$ cat config.mk
export PLATFORM = sky130hd
export DESIGN_NAME = m65_speed_governor_flat
export DESIGN_NICKNAME = d
export VERILOG_FILES = /design/src/rtl/m65_speed_governor_if.sv /design/src/rtl/m65_speed_governor.sv /design/src/flat_wrapper.sv
export SDC_FILE = /design/constraint.sdc
export NUM_CORES = 1
export LEC_CHECK = 0
export BUFFER_PORTS_ARGS = -buffer_cell sky130_fd_sc_hd__buf_2
export CAP_MARGIN = 40
export CORE_MARGIN = 4
export CORE_UTILIZATION = 45
export CTS_CLUSTER_SIZE = 24
export DETAILED_ROUTE_END_ITERATION = 12
export GPL_TIMING_DRIVEN = 0
export PLACE_DENSITY = 0.61
export SYNTH_ARGS = -nofsm -noshare
export SYNTH_HDL_FRONTEND = slang
export SYNTH_SLANG_ARGS = --single-unit
$ cat constraint.sdc
create_clock -name clk -period 5.1 [get_ports clk]
set_input_delay 0.255 -clock clk [delete_from_list [all_inputs] [get_ports clk]]
set_output_delay 0.255 -clock clk [all_outputs]
set_load 0.05 [all_outputs]
$ cat src/rtl/m65_speed_governor_if.sv
// Speed governor signal bundle: speed selects, custom pace load, bus handshake
// inputs, and the pacing outputs back to the CPU core.
interface m65_speed_governor_if #(
    parameter int unsigned ACC_W = 16
);
    logic             force_fast;
    logic             hypervisor_mode;
    logic             speed_gate;
    logic             vicii_2mhz;
    logic             viciii_fast;
    logic             viciv_fast;
    logic             custom_en;
    logic             custom_we;
    logic [ACC_W-1:0] custom_inc;
    logic             bus_ready;
    logic             mapper_busy;
    logic             cpu_ready;
    logic             phi0;
    logic             phi_tick;
    logic [7:0]       cpuspeed;
    logic [3:0]       credit;

    // Driver side (CPU core / register file)
    modport master (
        output force_fast, hypervisor_mode, speed_gate,
        output vicii_2mhz, viciii_fast, viciv_fast,
        output custom_en, custom_we, custom_inc,
        output bus_ready, mapper_busy,
        input  cpu_ready, phi0, phi_tick, cpuspeed, credit
    );

    // Governor side
    modport slave (
        input  force_fast, hypervisor_mode, speed_gate,
        input  vicii_2mhz, viciii_fast, viciv_fast,
        input  custom_en, custom_we, custom_inc,
        input  bus_ready, mapper_busy,
        output cpu_ready, phi0, phi_tick, cpuspeed, credit
    );
endinterface

$ cat src/rtl/m65_speed_governor.sv
// CPU speed governor: picks a pace from the speed selects, runs a phase
// accumulator whose carry grants pacing credit, and gates cpu_ready on that
// credit. A second free-running accumulator exports a fixed 1 MHz phi0.
module m65_speed_governor #(
    parameter int unsigned ACC_W      = 16,
    parameter int unsigned INC_1MHZ   = 1957,
    parameter int unsigned INC_2MHZ   = 3913,
    parameter int unsigned INC_3P5MHZ = 6848,
    parameter int unsigned CREDIT_MAX = 2
) (
    input logic                   clk,
    input logic                   reset,
    m65_speed_governor_if.slave   bus
);
    localparam logic [7:0] SpeedFull   = 8'h50;
    localparam logic [7:0] Speed1      = 8'h01;
    localparam logic [7:0] Speed2      = 8'h02;
    localparam logic [7:0] Speed3p5    = 8'h04;
    localparam logic [7:0] SpeedCustom = 8'hC0;

    localparam logic [ACC_W-1:0] Inc1   = ACC_W'(INC_1MHZ);
    localparam logic [ACC_W-1:0] Inc2   = ACC_W'(INC_2MHZ);
    localparam logic [ACC_W-1:0] Inc3p5 = ACC_W'(INC_3P5MHZ);
    localparam logic [3:0]       CreditMax = 4'(CREDIT_MAX);

    logic [7:0]       r_cpuspeed;
    logic [ACC_W-1:0] r_acc;
    logic [ACC_W-1:0] r_exp_acc;
    logic [ACC_W-1:0] r_custom;
    logic [3:0]       r_credit;
    logic             r_phi_tick;

    logic [7:0]       w_speed_next;
    logic [ACC_W-1:0] w_inc;
    logic [ACC_W-1:0] w_acc_sum;
    logic             w_carry;
    logic             w_paced;
    logic             w_tick;
    logic             w_ready;
    logic             w_consume;
    logic             w_mode_change;
    logic [4:0]       w_credit_sum;
    logic [3:0]       w_credit_next;

    // Mode code from the override inputs, custom pace, then legacy selects
    always_comb begin
        w_speed_next = SpeedFull;
        if (!bus.hypervisor_mode && bus.speed_gate && !bus.force_fast) begin
            if (bus.custom_en && (r_custom != '0)) begin
                w_speed_next = SpeedCustom;
            end else begin
                case ({bus.vicii_2mhz, bus.viciii_fast, bus.viciv_fast})
                    3'b100, 3'b101: w_speed_next = Speed1;
                    3'b110, 3'b010: w_speed_next = Speed3p5;
                    3'b000:         w_speed_next = Speed2;
                    default:        w_speed_next = SpeedFull;
                endcase
            end
        end
    end

    // Increment follows the registered mode, so a new mode paces from its first cycle
    always_comb begin
        case (r_cpuspeed)
            Speed1:      w_inc = Inc1;
            Speed2:      w_inc = Inc2;
            Speed3p5:    w_inc = Inc3p5;
            SpeedCustom: w_inc = r_custom;
            default:     w_inc = '0;
        endcase
    end

    assign {w_carry, w_acc_sum} = {1'b0, r_acc} + {1'b0, w_inc};
    assign w_paced       = (r_cpuspeed != SpeedFull);
    assign w_tick        = w_carry & w_paced;
    assign w_mode_change = (w_speed_next != r_cpuspeed);

    // Reset forces the full-speed view so the CPU is never stalled by stale credit
    assign w_ready   = bus.bus_ready & ~bus.mapper_busy
                     & (reset | ~w_paced | (r_credit != 4'd0));
    assign w_consume = w_ready & w_paced;

    // Credit can never underflow: consume needs nonzero credit in a paced mode
    assign w_credit_sum  = {1'b0, r_credit} + {4'd0, w_tick} - {4'd0, w_consume};
    assign w_credit_next = (w_credit_sum > {1'b0, CreditMax}) ? CreditMax : w_credit_sum[3:0];

    // Mode, custom increment, pacing accumulator, credit and the phi0 accumulator
    always_ff @(posedge clk) begin
        if (reset) begin
            r_cpuspeed <= SpeedFull;
            r_acc      <= '0;
            r_exp_acc  <= '0;
            r_custom   <= Inc1;
            r_credit   <= 4'd0;
            r_phi_tick <= 1'b0;
        end else begin
            r_cpuspeed <= w_speed_next;
            r_exp_acc  <= r_exp_acc + Inc1;
            if (bus.custom_we) begin
                r_custom <= bus.custom_inc;
            end
            // Full speed or a pending mode switch: restart pacing from a clean phase
            if (!w_paced || w_mode_change) begin
                r_acc      <= '0;
                r_credit   <= 4'd0;
                r_phi_tick <= 1'b0;
            end else begin
                r_acc      <= w_acc_sum;
                r_credit   <= w_credit_next;
                r_phi_tick <= w_tick;
            end
        end
    end

    assign bus.cpu_ready = w_ready;
    assign bus.phi0      = ~reset & r_exp_acc[ACC_W-1];
    assign bus.phi_tick  = r_phi_tick;
    assign bus.cpuspeed  = r_cpuspeed;
    assign bus.credit    = r_credit;
endmodule

$ cat src/flat_wrapper.sv
// flat-port wrapper written by rule: the top's interface ports become plain ports
module m65_speed_governor_flat 
#(
    parameter int unsigned ACC_W      = 16,
    parameter int unsigned INC_1MHZ   = 1957,
    parameter int unsigned INC_2MHZ   = 3913,
    parameter int unsigned INC_3P5MHZ = 6848,
    parameter int unsigned CREDIT_MAX = 2
)
  (clk, reset, bus_force_fast, bus_hypervisor_mode, bus_speed_gate, bus_vicii_2mhz, bus_viciii_fast, bus_viciv_fast, bus_custom_en, bus_custom_we, bus_custom_inc, bus_bus_ready, bus_mapper_busy, bus_cpu_ready, bus_phi0, bus_phi_tick, bus_cpuspeed, bus_credit);
  m65_speed_governor_if #(.ACC_W(ACC_W)) bus_i ();
  input logic clk;
  input logic reset;
  input wire logic [$bits(bus_i.force_fast)-1:0] bus_force_fast;
  input wire logic [$bits(bus_i.hypervisor_mode)-1:0] bus_hypervisor_mode;
  input wire logic [$bits(bus_i.speed_gate)-1:0] bus_speed_gate;
  input wire logic [$bits(bus_i.vicii_2mhz)-1:0] bus_vicii_2mhz;
  input wire logic [$bits(bus_i.viciii_fast)-1:0] bus_viciii_fast;
  input wire logic [$bits(bus_i.viciv_fast)-1:0] bus_viciv_fast;
  input wire logic [$bits(bus_i.custom_en)-1:0] bus_custom_en;
  input wire logic [$bits(bus_i.custom_we)-1:0] bus_custom_we;
  input wire logic [$bits(bus_i.custom_inc)-1:0] bus_custom_inc;
  input wire logic [$bits(bus_i.bus_ready)-1:0] bus_bus_ready;
  input wire logic [$bits(bus_i.mapper_busy)-1:0] bus_mapper_busy;
  output wire logic [$bits(bus_i.cpu_ready)-1:0] bus_cpu_ready;
  output wire logic [$bits(bus_i.phi0)-1:0] bus_phi0;
  output wire logic [$bits(bus_i.phi_tick)-1:0] bus_phi_tick;
  output wire logic [$bits(bus_i.cpuspeed)-1:0] bus_cpuspeed;
  output wire logic [$bits(bus_i.credit)-1:0] bus_credit;
  assign bus_i.force_fast = bus_force_fast;
  assign bus_i.hypervisor_mode = bus_hypervisor_mode;
  assign bus_i.speed_gate = bus_speed_gate;
  assign bus_i.vicii_2mhz = bus_vicii_2mhz;
  assign bus_i.viciii_fast = bus_viciii_fast;
  assign bus_i.viciv_fast = bus_viciv_fast;
  assign bus_i.custom_en = bus_custom_en;
  assign bus_i.custom_we = bus_custom_we;
  assign bus_i.custom_inc = bus_custom_inc;
  assign bus_i.bus_ready = bus_bus_ready;
  assign bus_i.mapper_busy = bus_mapper_busy;
  assign bus_cpu_ready = bus_i.cpu_ready;
  assign bus_phi0 = bus_i.phi0;
  assign bus_phi_tick = bus_i.phi_tick;
  assign bus_cpuspeed = bus_i.cpuspeed;
  assign bus_credit = bus_i.credit;
  m65_speed_governor #(.ACC_W(ACC_W), .INC_1MHZ(INC_1MHZ), .INC_2MHZ(INC_2MHZ), .INC_3P5MHZ(INC_3P5MHZ), .CREDIT_MAX(CREDIT_MAX)) u_core (.clk(clk), .reset(reset), .bus(bus_i));
endmodule
==> summary.md <==
| Metric | Value |
|---|---|
| Vias | `2827` |
| Final TNS setup | `0 ns` |
| Setup crit end kind | `flop` |
| Top post-synthesis cells by area | `dfxtp_1 (35%), ha_1 (8.5%), nor2_1 (3.6%), xnor2_1 (3.1%), xor2_1 (3.1%)` |
| Final net count | `485` |
| Number of buffers added on ports | `40` |
| Vias in the first global route | `2769` |
| Row count | `31` |
| Multiplexer share of the synthesized area | `0.0330` |
| First-pass GRT wire length | `12.6 mm` |
| Grt ovf | `0` |
| Initial Util | `0.463` |
| Post-synth top area share | `0.350` |
| Final WL | `7.67 mm` |
| Clock latency at the later pin of the worst-skew pair | `0.34 ns` |
| Cell area after layout | `3960 um2` |
| Compound-Gate Fraction of Synth Area | `0.165` |
| Status | `complete, no violations` |
| CTS tree | `yes` |
| Pin count of the biggest net entering global routing | `11` |
| Synth Flop Type | `dfxtp_1` |
| Root Driver | `clkbuf_8` |
| Antenna cells | `0` |
| Relative slew margins | `0.504` |
| Num CTS Buffers | `9` |
| Cells after Synth | `378` |
| Xor and xnor area share after synthesis | `0.0622` |
| CTS Hold Buffers Added | `0` |
| Worst reg-to-reg path cell count | `22` |
| Fin crit share | `0.911` |
| Worst Tran Pin Value | `0.737 ns` |
| Vias/cell | `5.27` |
| First-iteration detailed-routing DRC count | `96` |
| Synth-to-layout area growth | `17.3%` |
| Inst Count DP | `520` |
| Skew final | `0.00862 ns` |
| Time the worst path needs with I/O delays and setup | `4.64 ns` |
| Count leader, synth | `dfxtp_1` |
| Clock Pin Slew Worst Setup and Hold Paths | `0.07 ns` |
| Cell family with most CP delay | `simple AND/OR/NAND/NOR gates` |
| Ports | `43` |
| Initial antenna violation count | `0` |
| Share of layout cells above drive strength 1 | `0.208` |
| Die W | `94.6 um` |
| Pins Over Slew Limit | `0` |
| Pwr/cell area | `272 nW/um2` |
| Worst-path maximum fanout | `10` |
| Post-synthesis cell type count | `56` |
| Post-synth top cells | `dfxtp_1 (59), nor2_1 (32), ha_1 (23), nand2_1 (23)` |
| Non-Filler Instances | `536` |
| Seq/Total Area, Yosys | `0.350` |
| Placer Congestion | `0.832` |
| Slowest stage delay, CP | `0.39 ns` |
| Worst path depth | `22` |
| Crit-path slowest cell | `or2_2` |
| Total GRT Usage | `0.182` |
| Critical Path Start Type | `flop` |
| Number of max-cap violations | `0` |
| Router iterations before antenna repair | `4` |
| Htree depth | `3` |
| Syn Area/Cell | `8.93 um2` |
| VDD IR max | `0.000126 V` |
| Number of synthesized flops with an enable pin | `0` |
| Adder-Cell Fraction of Synth Area | `0.0971` |
| Flops & latches, synth | `59` |
| Hold depth | `2` |
| Fin. Hold Viols | `0` |
| Fillcell total | `732` |
| Area of the multi-input gates | `2090 um2` |
| WP data arrival | `4.90 ns` |
| CTS Buffer Depth | `2` |
| Core area | `7290 um2` |
| Worst hold path type | `in -> reg` |
| Leakage | `1.74 nW` |
| Largest area contributor in the netlist | `dfxtp_1` |
| CP Buf/Inv Count | `4` |
| Post-synth ARST share | `0` |
| Placed cell areas | `3710 um2` |
| Final HPWL DP | `5.80 mm` |
| Clk sink count | `59` |
| Synth Area in Simple Gates | `0.244` |
| Die footprint | `8950 um2` |
| Post-Syn Area | `3380 um2` |
| Wire per inst | `14.3 um` |
| Setup violators final | `0` |
| Seq. cell area | `1180 um2` |
| Crit-path cells | `clkbuf_1 -> or2_2 -> nor4_4 -> clkbuf_4 -> a21o_1 -> ha_1 -> fa_1 -> a21oi_1 -> o221ai_2 -> nand2_1 -> a32oi_2 -> a31oi_2 -> nor2_1 -> ha_1 -> inv_1 -> fa_1 -> inv_1 -> a21oi_1 -> o21bai_1 -> xnor2_1 -> nor3_2 -> nor3b_1` |
| Die Span Y | `94.6 um` |
| Data required time at the worst endpoint | `5.35 ns` |
| Largest family of logic cells by synthesized area | `simple AND/OR/NAND/NOR gates` |
| Fmax | `215 MHz` |
| Detailed-route DRC error count | `0` |
| YS warnings | `0` |
| Critical path type | `reg -> reg` |
| Antenna viol nets, final | `0` |
## worst paths after layout
path                                          start  slack [ns]                              end
setup / recovery  u_core.bus.cpuspeed[0]$_SDFF_PP0_        0.46  u_core.bus.credit[0]$_SDFF_PP0_
hold / removal                    bus_custom_inc[0]        0.13  u_core.r_custom[0]$_SDFFE_PP1P_
setup reg to reg  u_core.bus.cpuspeed[0]$_SDFF_PP0_        0.46  u_core.bus.credit[0]$_SDFF_PP0_
hold reg to reg      u_core.r_exp_acc[0]$_SDFF_PP0_        0.45   u_core.r_exp_acc[0]$_SDFF_PP0_
## cell type report
type	instances	share of cell area
multi-input combinational	287	0.529
buffer	15	0.0231
tap	99	0.0313
inverter	20	0.0190
clock inverter	5	0.0133
clock buffer	11	0.0357
timing repair buffer	40	0.0506
sequential	59	0.298
## layer usage
layer | vias up | wire (um) | track usage
met3 | 8 | 428 | 0.0534
met2 | 59 | 3690 | 0.295
met4 | 0 | 77 | 0.0505
met1 | 1322 | 3470 | 0.235
li1 | 1438 | - | -
met5 | - | 0 | 0
## worst reg2reg max path: stages (launching register included)
cell      delay, ns
dfxtp_1        0.31
clkbuf_1       0.22
or2_2          0.40
nor4_4         0.26
clkbuf_4       0.28
a21o_1         0.13
ha_1           0.19
fa_1           0.23
a21oi_1        0.11
o221ai_2       0.26
nand2_1        0.18
a32oi_2        0.30
a31oi_2        0.17
nor2_1         0.12
ha_1           0.17
inv_1          0.05
fa_1           0.39
inv_1          0.07
a21oi_1        0.07
o21bai_1       0.15
xnor2_1        0.09
nor3_2         0.22
nor3b_1        0.21
## cells by family after synthesis
family                   Yosys count
XOR/XNOR                          24
AND/OR/NAND/NOR                  143
buffers and inverters             35
adder cells (fa/ha/maj)           25
AO/OA/AOI/OAI                     80
flip-flops                        59
other                              1
multiplexers                      11
## layout by cell type (no fill, tap or decap), drive strengths merged, types with 7 or more instances in the layout
master / Yosys / routed
nand2b: 8 / 8
a21o: 13 / 13
mux2i: 10 / 10
a21oi: 20 / 20
xnor2: 12 / 12
nor3: 16 / 16
nor4: 7 / 7
nor2b: 13 / 13
nand2: 23 / 23
inv: 20 / 20
a211o: 9 / 9
xor2: 12 / 12
ha: 23 / 23
buf: 6 / 46
clkbuf: 9 / 20
dfxtp: 59 / 59
o21ai: 10 / 10
nor2: 42 / 42
## metrics by stage
step           utilization  setup WS, ns  total power, mW  hold slack (ns)
6_report             0.543         0.455             1.08            0.133
5_1_grt              0.543       -0.0141             1.13            0.122
4_1_cts              0.538        0.0113             1.09            0.119
3_5_place_dp         0.509        -0.359            0.666            0.434
3_3_place_gp         0.509        -0.334            0.662            0.422
2_1_floorplan            -         0.268            0.628            0.367
## state kept, by name, indices dropped and copies added (netlist names)
| name | count |
|---|---|
| u_core.r_acc | 16 |
| u_core.bus.credit | 4 |
| u_core.bus.cpuspeed | 6 |
| u_core.r_custom | 16 |
| u_core.r_exp_acc | 16 |
| u_core.bus.phi_tick | 1 |
## report_power, final
group          total, mW  switching [mW]  internal [mW]
Clock              0.421           0.185          0.236
Combinational      0.138          0.0763         0.0616
Sequential         0.519          0.0280          0.491
Total               1.08           0.289          0.789
## what timing repair did
item	4_1_cts	5_1_grt
setup endpoints to repair	2	2
pin swaps	0	1
gates resized for setup	3	8
buffers inserted	0	0
(Power assumes the default switching activity.)
